[config.mk]
export PLATFORM = sky130hd
export DESIGN_NAME = traffic_phase_timer
export DESIGN_NICKNAME = d
export VERILOG_FILES = /design/src/rtl/traffic_phase_timer.sv
export SDC_FILE = /design/constraint.sdc
export NUM_CORES = 1
export LEC_CHECK = 0
export BUFFER_PORTS_ARGS = -buffer_cell sky130_fd_sc_hd__buf_2
export CORE_MARGIN = 2
export CORE_UTILIZATION = 37
export CTS_CLUSTER_SIZE = 8
export DETAILED_ROUTE_END_ITERATION = 10
export GPL_TIMING_DRIVEN = 0
export PLACE_DENSITY = 0.58
export SETUP_SLACK_MARGIN = 0.4
export SLEW_MARGIN = 15
export SYNTH_ARGS = -nofsm -noshare
export SYNTH_HDL_FRONTEND = slang
export SYNTH_SLANG_ARGS = --single-unit
[constraint.sdc]
create_clock -name clk -period 4.59 [get_ports clk]
set_clock_uncertainty 0.15 [all_clocks]
set_input_delay 0.2295 -clock clk [delete_from_list [all_inputs] [get_ports clk]]
set_output_delay 0.2295 -clock clk [all_outputs]
set_load 0.005 [all_outputs]
[src/rtl/traffic_phase_timer.sv]
// traffic_phase_timer: prescaled four-phase traffic light sequencer with
// cross-request green shortening. Optional pedestrian extension is enabled by
// defining TRAFFIC_PHASE_TIMER_PED_EN (adds ped_req / ped_walk).
module traffic_phase_timer #(
    parameter int unsigned PRESCALE     = 10,
    parameter int unsigned GREEN_TICKS  = 8,
    parameter int unsigned YELLOW_TICKS = 3,
    parameter int unsigned MIN_GREEN    = 2,
    parameter int unsigned PED_TICKS    = 4
) (
    input  logic       clk,
    input  logic       rst_n,
    input  logic       en,
    input  logic       hold,
    input  logic       ew_req,
    input  logic       ns_req,
`ifdef TRAFFIC_PHASE_TIMER_PED_EN
    input  logic       ped_req,
    output logic       ped_walk,
`endif
    output logic       advance,
    output logic [1:0] phase,
    output logic [7:0] remaining
);

    localparam int unsigned PW = 16;
    localparam int unsigned RW = 8;

    localparam logic [PW-1:0] PRESC_MAX = PW'(PRESCALE - 1);
    localparam logic [RW-1:0] GREEN_LD  = RW'(GREEN_TICKS);
    localparam logic [RW-1:0] YELLOW_LD = RW'(YELLOW_TICKS);
    localparam logic [RW-1:0] MIN_LD    = RW'(MIN_GREEN);
    localparam logic [RW-1:0] EXT_LD    = RW'(GREEN_TICKS + PED_TICKS);

    typedef enum logic [1:0] {
        PH_NS_GREEN  = 2'd0,
        PH_NS_YELLOW = 2'd1,
        PH_EW_GREEN  = 2'd2,
        PH_EW_YELLOW = 2'd3
    } phase_e;

    logic [PW-1:0] presc_q, presc_d;
    phase_e        phase_q, phase_d;
    logic [RW-1:0] rem_q, rem_d;
    logic          adv_q, adv_d;
    logic          tick_c;
    logic          cross_c;
    logic          adv_green_c;
    logic          ped_load_c;
    logic          ext_c;

    assign tick_c = en && !hold && (presc_q == PRESC_MAX);

    // Prescaler: cleared when disabled, frozen on hold, wraps after the tick.
    always_comb begin
        presc_d = presc_q;
        if (!en) begin
            presc_d = '0;
        end else if (!hold) begin
            presc_d = tick_c ? '0 : presc_q + PW'(1);
        end
    end

    // Phase timer: tick decrement/advance has priority over the cross-request clamp.
    always_comb begin
        phase_d     = phase_q;
        rem_d       = rem_q;
        adv_d       = 1'b0;
        adv_green_c = 1'b0;
        cross_c     = ((phase_q == PH_NS_GREEN) && ew_req) ||
                      ((phase_q == PH_EW_GREEN) && ns_req);
        if (tick_c) begin
            if (rem_q > RW'(1)) begin
                rem_d = rem_q - RW'(1);
            end else begin
                adv_d   = 1'b1;
                phase_d = phase_e'(phase_q + 2'd1);
                if ((phase_d == PH_NS_GREEN) || (phase_d == PH_EW_GREEN)) begin
                    adv_green_c = 1'b1;
                    rem_d       = ped_load_c ? EXT_LD : GREEN_LD;
                end else begin
                    rem_d = YELLOW_LD;
                end
            end
        end else if (cross_c && !hold && !ext_c && (rem_q > MIN_LD)) begin
            rem_d = MIN_LD;
        end
    end

`ifdef TRAFFIC_PHASE_TIMER_PED_EN
    logic pend_q, pend_d;
    logic walk_q, walk_d;

    assign ped_load_c = pend_q;
    assign ext_c      = walk_q;
    assign ped_walk   = walk_q;

    // Pedestrian state: sticky pending flag (a new request beats the clear),
    // walk held for the whole extended green.
    always_comb begin
        pend_d = pend_q | ped_req;
        walk_d = walk_q;
        if (adv_d) begin
            walk_d = adv_green_c && pend_q;
            if (adv_green_c && pend_q) begin
                pend_d = ped_req;
            end
        end
    end

    // Pedestrian state registers.
    always_ff @(posedge clk or negedge rst_n) begin
        if (!rst_n) begin
            pend_q <= 1'b0;
            walk_q <= 1'b0;
        end else begin
            pend_q <= pend_d;
            walk_q <= walk_d;
        end
    end
`else
    assign ped_load_c = 1'b0;
    assign ext_c      = 1'b0;
`endif

    // State and output registers.
    always_ff @(posedge clk or negedge rst_n) begin
        if (!rst_n) begin
            presc_q <= '0;
            phase_q <= PH_NS_GREEN;
            rem_q   <= GREEN_LD;
            adv_q   <= 1'b0;
        end else begin
            presc_q <= presc_d;
            phase_q <= phase_d;
            rem_q   <= rem_d;
            adv_q   <= adv_d;
        end
    end

    assign advance   = adv_q;
    assign phase     = phase_q;
    assign remaining = rem_q;

endmodule

==> impl_metrics.csv, run 1 <==
group,metric,value,unit
timing,final-hold-violation-count,0,
drt,avgViaCountPerCell,5.40,
synth,synth_top_cells_by_area,"dfrtp_1 38%, o21ai_0 7.6%, ha_1 6.6%",
final_layout,drive_gt1_share,22.0,%
synth,yosys_warnings,0,
floorplan,die_w,72.1,µm
worst_setup_path,crit_fanout,8,
pwr,internal-power,0.315,mW
timing,maxSlewViolCount,0,
pwr,power.total,0.414,mW
drt,drtAntennaViolNets,0,
drt,wl_per_cell,14.0,µm
global_route,grt_usage,15.4,%
synth,ys_ff_latch,27,
outcome,outcome,"completed",
min_path,hold_depth,3,
final_layout,fillers,445,
timing,timing.final.crit_share,43.6,%
floorplan,rows,24,
cts,post_cts_buffers,0,
pwr,p_per_area,216,nW/µm²
cts,cts_buffers,3,
drt,drt_iter0_drc,88,
cts,clock_latency,270,ps
drt,wl_met1,1890,µm
cts,clock-sinks,27,
synth,synth_edf_count,0,
drt,drt-total-wl,3530,µm
drt,drt_pass1_iterations,4,
timing,tns,0,ps
cts,htree_levels,1,
final_layout,multi_input_area,972,µm²
final_layout,seq_area,677,µm²
synth,async_flop_share,100,%
drt,met2_length,1540,µm
final_layout,num-nets-final,216,
pwr,p_leak,0.837,nW
synth,synthTopCellsByCount,"26 x dfrtp_1, 26 x o21ai_0, 17 x nand2_1",
pwr,power_frac_comb,8.5,%
synth,synth_top_area_share,37.9,%
global_route,grt_max_degree,28,
worst_setup_path,cp.arrival,2020,ps
worst_setup_path,rr_worst_depth,6,
synth,avgSynthCellArea,9.59,µm²
synth,synth.cell_area,1720,µm²
floorplan,initial_core_util,38.9,%
pwr,p_clk_share,32.3,%
placed_design,dp_hpwl,2580,µm
timing,setup_violations,0,
floorplan,die_area,5200,µm²
cts,cts_root_buf,"clkbuf_8",
cts,clkTransAtPathRegs,90,ps
timing,clock.fmax,499,MHz
min_path,hold_path_class,"in2reg",
drt,drc,0,
floorplan,io_pins,17,
final_layout,antenna_cells,0,
drt,top_layer,"met4",
synth,yosys_most_used_dff,"dfrtp_1",
synth,ys_types,45,
synth,seq_area_frac_synth,39.4,%
cts,cts-hold-fix-buffers,1,
cts,cts_tree,"yes",
global_route,grt_pass1_vias,1364,
synth,synth_top_cell_by_area,"dfrtp_1",
global_route,gr-total-overflow,0,
floorplan,die_y,72.1,µm
placed_design,gp_congestion,0.765,
run,max_cap_violations,0,
pwr,seqPwrFrac,59.2,%
final_layout,syn2layout_area_growth,11.7,%
drt,met3_length,81,µm
worst_setup_path,critPathLaunchType,"register",
worst_setup_path,worstSetupPathType,"reg2reg",
floorplan,core,4410,µm²
pwr,vdd_drop_max,0.194,mV
timing,rsz0062_at_grt,"false",
pwr,netSwitchingFraction,24.0,%
placed_design,io_buffers,16,
timing,slew_headroom,59.5,%
global_route,grt_pass1_wl,6360,µm
worst_setup_path,cp.required,4600,ps
pwr,switchingPower,0.0993,mW
global_route,grt_antenna_before_repair,0,
worst_setup_path,end_kind,"register",
synth,synth_nets,194,
timing,min_period,2000,ps
timing,worst_slew_pin_slew,607,ps
drt,vias,1362,
cts,clock_path_buffers,2,
cts,cts_resized,0,
synth,synthCells,179,
## through the flow
step	hold WS, ps	instance area (µm²)	setup WS [ps]	instances	util, %
6_report	244	1920	2590	252	43.5
5_1_grt	257	1920	2450	252	43.5
4_1_cts	229	1920	2570	252	43.5
3_5_place_dp	131	1860	2580	247	42.2
3_3_place_gp	136	1860	2570	247	42.2
2_1_floorplan	-216	1720	2730	179	-
## worst max-delay path, stage by stage, from the launching register on
cell	delay, ps
dfrtp_1	460
nor4_2	360
and4_1	250
buf_6	140
nand2_4	90
nor2_4	140
mux2_4	310
## power groups by stage
| stage | Combinational, mW | Clock (mW) | Sequential [mW] |
|---|---|---|---|
| 2_1_floorplan | 0.0210 | 0 | 0.249 |
| 3_3_place_gp | 0.0347 | 0 | 0.250 |
| 3_5_place_dp | 0.0347 | 0 | 0.250 |
| 4_1_cts | 0.0355 | 0.145 | 0.245 |
| 5_1_grt | 0.0404 | 0.148 | 0.246 |
| 6_report | 0.0350 | 0.134 | 0.245 |
## final cells by class
| class | count | area share, % |
|---|---|---|
| buffer | 4 | 1.96 |
| clock buffer | 3 | 2.15 |
| clock inverter | 1 | 0.261 |
| inverter | 8 | 1.57 |
| multi-input combinational | 140 | 50.7 |
| sequential | 27 | 35.3 |
| tap | 52 | 3.39 |
| timing repair buffer | 17 | 4.70 |
## final timing paths
kind | from | end | slack (ps)
worst max-delay path | presc_q[4]$_DFFE_PN0P_ | phase[1]$_DFFE_PN0P_ | 2590
worst min-delay path | en | presc_q[5]$_DFFE_PN0P_ | 240
worst max register to register | presc_q[4]$_DFFE_PN0P_ | phase[1]$_DFFE_PN0P_ | 2590
worst min register to register | presc_q[15]$_DFFE_PN0P_ | presc_q[15]$_DFFE_PN0P_ | 340
max in group asynchronous | rst_n | presc_q[10]$_DFFE_PN0P_ | 3550
min in group asynchronous | rst_n | remaining[2]$_DFFE_PN0P_ | 350
## layout by cell type (no fill, tap or decap), types with 2 or more instances in the layout
cell and n:
nor2_4 3, ha_1 9, nor3_1 4, o21ai_0 26, buf_6 3, o2bb2ai_1 3, clkbuf_8 3, o21ai_1 6
xor2_1 2, nor2_1 7, nand2b_1 2, nand2_1 17, nor4_2 2, nand3_1 9, o22ai_1 2, a21o_1 2
buf_2 16, a21oi_1 9, or3_1 6, inv_1 8, nand4_1 6, a31oi_1 3, dfrtp_1 26
## cells by family (layout without fill, tap and decap cells)
| logic type | after synthesis | after routing | share of synthesized area [%] |
|---|---|---|---|
| simple gates | 67 | 67 | 25.5 |
| compound gates | 58 | 58 | 20.9 |
| flops | 27 | 27 | 39.4 |
| buf+inv | 12 | 33 | 3.94 |
| fa+ha+maj | 9 | 9 | 6.56 |
| xor+xnor | 3 | 3 | 1.53 |
| mux | 3 | 3 | 2.11 |
## flip-flops by register name (all words and copies together), names as in the netlist
signal     flops
phase          2
presc_q       16
advance        1
remaining      8
## per-layer routing
metal	GRT usage, %	vias up
met4	3.35	0
met1	22.4	642
met5	0	-
li1	-	704
met2	23.2	14
met3	3.61	2
Note: power is estimated with default switching activity, not from simulation.
==> inputs of run 2 (changes only) <==
--- a/config.mk
+++ b/config.mk
@@ -11,7 +11,7 @@
 export CTS_CLUSTER_SIZE = 8
 export DETAILED_ROUTE_END_ITERATION = 10
 export GPL_TIMING_DRIVEN = 0
-export PLACE_DENSITY = 0.58
+export PLACE_DENSITY = 0.6
 export SETUP_SLACK_MARGIN = 0.4
 export SLEW_MARGIN = 15
 export SYNTH_ARGS = -nofsm -noshare
==> constraint.sdc (replaced) <==
create_clock -name clk -period 1.8 [get_ports clk]
set_clock_uncertainty 0.15 [all_clocks]
set_input_delay 0.09 -clock clk [delete_from_list [all_inputs] [get_ports clk]]
set_output_delay 0.09 -clock clk [all_outputs]
set_load 0.005 [all_outputs]
==> impl_metrics.csv, run 2 (synthesis results as in run 1) <==
group,metric,value,unit
cts,cts_buffers,3,
drt,avgViaCountPerCell,5.46,
worst_setup_path,cpMaxStageDelayCell,"dfrtp_1",
worst_setup_path,cp.required,1820,ps
floorplan,initial_core_util,38.9,%
worst_setup_path,rr_worst_depth,8,
timing,rsz0062_at_grt,"true",
worst_setup_path,cp.arrival,1930,ps
cts,clock_path_buffers,2,
outcome,violations,"negative setup slack",
run,max_cap_violations,0,
timing,final-hold-violation-count,0,
timing,slew_headroom,59.5,%
cts,clock_latency,280,ps
floorplan,die_y,72.1,µm
worst_setup_path,worstSetupPathType,"reg2reg",
pwr,vdd_drop_max,0.378,mV
drt,vias,1506,
worst_setup_path,r2r-start,"presc_q[1]$_DFFE_PN0P_",
floorplan,io_pins,17,
pwr,power.total,1.16,mW
timing,clock.fmax,525,MHz
final_layout,syn2layout_area_growth,32.5,%
cts,cts_tree,"yes",
drt,drt_iter0_drc,70,
cts,htree_levels,1,
pwr,p_leak,0.966,nW
timing,timing.final.crit_share,106,%
drt,wl_per_cell,14.1,µm
floorplan,die_area,5200,µm²
worst_setup_path,crit_fanout,6,
final_layout,layout_commonest_cell,"dfrtp_1",
placed_design,dp_hpwl,2440,µm
global_route,grt_pass1_vias,1416,
placed_design,gp_congestion,0.873,
drt,drc,0,
placed_design,io_buffers,16,
global_route,gr-total-overflow,0,
worst_setup_path,crit_buf_inv,2,
drt,drt-total-wl,3880,µm
worst_setup_path,crit_start,"presc_q[1]$_DFFE_PN0P_",
worst_setup_path,crit_chain,"inv_2, ha_4, and4bb_2, and4_1, buf_6, nand2_8, nor2_4, mux2_4",
final_layout,largest_register,"presc_q",
floorplan,core,4410,µm²
final_layout,antenna_cells,0,
drt,drtAntennaViolNets,0,
worst_setup_path,path_depth,8,
outcome,outcome,"finished with violations",
global_route,grt_usage,15.5,%
cts,cts_root_buf,"clkbuf_8",
final_layout,largest_reg_flops,16,
global_route,grt_pass1_wl,6480,µm
timing,setup_violations,17,
timing,layout_setup_ws,-106,ps
cts,clock-sinks,27,
final_layout,num-nets-final,240,
min_path,hold_path_class,"in2reg",
floorplan,rows,24,
placed_design,pre_cts_ws,-173,ps
worst_setup_path,crit_path_max_incr_delay,410,ps
final_layout,drive_gt1_share,42.0,%
floorplan,die_w,72.1,µm
timing,maxSlewViolCount,0,
min_path,hold_depth,3,
min_path,worstHoldStart,"en",
final_layout,layout_common_cells,"22 x dfrtp_1, 16 x buf_2, 15 x o21ai_1, 15 x nand2_1",
global_route,grt_antenna_before_repair,0,
timing,min_period,1910,ps
cts,clkTransAtPathRegs,100,ps
worst_setup_path,end_kind,"register",
global_route,grt_max_degree,28,
worst_setup_path,r2r_slack,-110,ps
worst_setup_path,critPathLaunchType,"register",
worst_setup_path,cp_top_family,"simple AND/OR/NAND/NOR gates",
pwr,p_per_area,512,nW/µm²
timing,worst_slew_pin_slew,608,ps
drt,drt_pass1_iterations,4,
final_layout,fillers,391,
run 2: changes by cell type in the layout (fill, tap and decap cells not counted), sizes merged:
cell and change:
buf +24, clkinv -1, clkinvlp +1
run 2: repair_timing:
item | CTS | global route
gates cloned | 1 | 0
setup buffers | 21 | 2
pin swaps | 4 | 9
hold buffers | 1 | 0
gates resized for setup | 18 | 28
endpoints found under the hold margin | 26 | 0
endpoints found under the setup margin | 27 | 27
run 2: worst register-to-register path: stages, from the launching register on:
cell	delay, ps
dfrtp_1	410
inv_2	90
ha_4	110
and4bb_2	230
and4_1	190
buf_6	150
nand2_8	70
nor2_4	110
mux2_4	300
run 2: area by class of cell:
cell class / instances / area [µm²] / share of cell area [%]
plain buffers: 4 / 37.5 / 1.65
well taps: 52 / 65.1 / 2.86
flip-flops and latches: 27 / 682 / 30.0
multi-input cells: 140 / 1100 / 48.3
inverters: 8 / 30.0 / 1.32
repair buffers: 41 / 312 / 13.7
clock inverters: 1 / 7.51 / 0.330
clock buffers: 3 / 41.3 / 1.82
run 2: per-layer routing:
metal  up-vias  share of wire [%]  wire, µm  global-route usage, %
met3         2                4.2       162                   3.06
met1       713                 47      1810                   20.1
met5         -                  0         0                      0
met4         0               0.49        19                   2.73
met2        34                 49      1880                   27.0
li1        757                  -         -                      -
run 2: worst paths after layout:
| path | endpoint |
|---|---|
| worst max-delay path | phase[1]$_DFFE_PN0P_ |
| worst min register to register | remaining[3]$_DFFE_PN1P_ |
| max in group asynchronous | presc_q[4]$_DFFE_PN0P_ |
| worst max register to register | phase[1]$_DFFE_PN0P_ |
| min in group asynchronous | remaining[1]$_DFFE_PN0P_ |
| worst min-delay path | presc_q[1]$_DFFE_PN0P_ |
run 2: report_power, final:
| group | total, mW | internal (mW) | switching (mW) |
|---|---|---|---|
| Clock | 0.368 | 0.157 | 0.210 |
| Sequential | 0.627 | 0.615 | 0.0120 |
| Combinational | 0.170 | 0.0891 | 0.0807 |
run 2: metrics by stage:
stage / util (%) / hold WS, ps / TNS (ps) / instances / cell area [µm²]
floorplan: - / -356 / -57.9 / 179 / 1730
global placement: 42.5 / -3.65 / -949 / 247 / 1880
detailed placement: 42.5 / 3.58 / -884 / 247 / 1880
CTS: 49.0 / 41.0 / -983 / 274 / 2160
global route: 51.5 / 58.1 / -2400 / 276 / 2270
finish: 51.5 / 52.1 / -696 / 276 / 2270
==> inputs of run 3 (changes only) <==
--- a/config.mk
+++ b/config.mk
@@ -11,8 +11,8 @@
 export CTS_CLUSTER_SIZE = 8
 export DETAILED_ROUTE_END_ITERATION = 10
 export GPL_TIMING_DRIVEN = 0
-export PLACE_DENSITY = 0.6
 export SETUP_SLACK_MARGIN = 0.4
+export SKIP_CTS_REPAIR_TIMING = 1
 export SLEW_MARGIN = 15
 export SYNTH_ARGS = -nofsm -noshare
 export SYNTH_HDL_FRONTEND = slang
==> impl_metrics.csv, run 3 (synthesis results as in run 1) <==
group,metric,value,unit
outcome,outcome,"finished with violations",
outcome,violations,"negative setup slack",
timing,layout_setup_ws,-196,ps
timing,worst_slew_pin_slew,627,ps
cts,clock_latency,280,ps
worst_setup_path,critPathLaunchType,"register",
cts,clock-sinks,27,
final_layout,syn2layout_area_growth,21.3,%
worst_setup_path,cpMaxStageDelayCell,"dfrtp_1",
cts,clkTransAtPathRegs,110,ps
final_layout,layout_commonest_cell,"dfrtp_1",
worst_setup_path,end_kind,"register",
placed_design,gp_congestion,0.873,
timing,min_period,2000,ps
final_layout,largest_register,"presc_q",
worst_setup_path,crit_chain,"inv_2, ha_4, and4bb_2, and4_1, buf_6, nand2_8, nor2_4, mux2_4",
global_route,grt_pass1_wl,5890,µm
floorplan,initial_core_util,38.9,%
worst_setup_path,crit_fanout,6,
final_layout,largest_reg_flops,16,
worst_setup_path,worstSetupPathType,"reg2reg",
placed_design,pre_cts_ws,-173,ps
drt,drt-total-wl,3720,µm
placed_design,io_buffers,16,
timing,timing.final.crit_share,111,%
cts,cts_buffers,3,
final_layout,num-nets-final,226,
global_route,grt_usage,13.9,%
drt,drt_iter0_drc,58,
pwr,p_leak,0.889,nW
pwr,vdd_drop_max,0.400,mV
timing,setup_violations,19,
pwr,power.total,1.10,mW
final_layout,antenna_cells,0,
floorplan,rows,24,
floorplan,die_y,72.1,µm
worst_setup_path,r2r_slack,-200,ps
timing,rsz0062_at_grt,"true",
placed_design,dp.cells,247,
cts,cts_root_buf,"clkbuf_8",
worst_setup_path,r2r-start,"presc_q[1]$_DFFE_PN0P_",
cts,cts_tree,"yes",
drt,vias,1451,
floorplan,die_area,5200,µm²
cts,htree_levels,1,
drt,drc,0,
final_layout,drive_gt1_share,32.9,%
drt,drt_pass1_iterations,4,
timing,final-hold-violation-count,0,
final_layout,post-route-util,47.2,%
pwr,p_per_area,528,nW/µm²
timing,slew_headroom,58.2,%
worst_setup_path,cp_top_family,"simple AND/OR/NAND/NOR gates",
global_route,grt_pass1_vias,1301,
worst_setup_path,crit_buf_inv,2,
worst_setup_path,cp.arrival,2020,ps
worst_setup_path,crit_start,"presc_q[1]$_DFFE_PN0P_",
global_route,gr-total-overflow,0,
placed_design,dp_hpwl,2440,µm
drt,avgViaCountPerCell,5.54,
floorplan,core,4410,µm²
worst_setup_path,cp.required,1830,ps
worst_setup_path,crit_path_max_incr_delay,430,ps
cts,clock_path_buffers,2,
drt,wl_per_cell,14.2,µm
timing,timing.hold.ws,43.5,ps
final_layout,layout_common_cells,"25 x dfrtp_1, 17 x o21ai_0, 16 x buf_2",
final_layout,instances_no_fill,262,
min_path,worstHoldStart,"en",
min_path,hold_path_class,"in2reg",
floorplan,io_pins,17,
drt,drtAntennaViolNets,0,
run,max_cap_violations,0,
timing,clock.fmax,501,MHz
global_route,grt_max_degree,28,
timing,maxSlewViolCount,0,
floorplan,die_w,72.1,µm
global_route,grt_antenna_before_repair,0,
## run 3: path summary, 6_finish.rpt
path                       cells after the start                       end
max reg2reg                                    8      phase[1]$_DFFE_PN0P_
max                                            8      phase[1]$_DFFE_PN0P_
min                                            3    presc_q[5]$_DFFE_PN0P_
min in group asynchronous                      2  remaining[1]$_DFFE_PN0P_
min reg2reg                                    1  remaining[3]$_DFFE_PN1P_
max in group asynchronous                      2    presc_q[0]$_DFFE_PN0P_
## run 3: per-layer routing
metal / vias to the layer above / routed length [µm] / share of wire [%] / track usage (%)
met5: - / 0 / 0 / 0
met4: 0 / 19 / 0.51 / 2.73
met3: 2 / 160 / 4.3 / 3.06
met2: 33 / 1850 / 50 / 23.2
met1: 688 / 1680 / 45 / 18.7
li1: 728 / - / - / -
## run 3: power breakdown
| group | leakage, nW | total (mW) | internal, mW | switching (mW) |
|---|---|---|---|---|
| sequential | 0.360 | 0.627 | 0.614 | 0.0132 |
| clock | 0.0217 | 0.369 | 0.158 | 0.212 |
| combinational | 0.507 | 0.103 | 0.0419 | 0.0612 |
## run 3: tightest hold or removal path: cells and delay by family
| kind | cells | cell delay (ps) |
|---|---|---|
| simple gates | 1 | 140 |
| buf+inv | 1 | 120 |
| compound gates | 1 | 100 |
## run 3: layout make-up
type | instances | area [µm²]
inverter | 8 | 30.0
clock buffer | 3 | 41.3
buffer | 4 | 37.5
sequential | 27 | 678
timing repair buffer | 27 | 185
tap | 52 | 65.1
multi-input combinational | 140 | 1040
clock inverter | 1 | 7.51
fill | 419 | 2330
## run 3: per-stage QoR
stage | TNS (ps) | instance area [µm²]
3_3_place_gp | -949 | 1880
4_1_cts | -1250 | 1930
6_report | -1420 | 2080
3_5_place_dp | -884 | 1880
2_1_floorplan | -57.9 | 1730
5_1_grt | -3610 | 2080
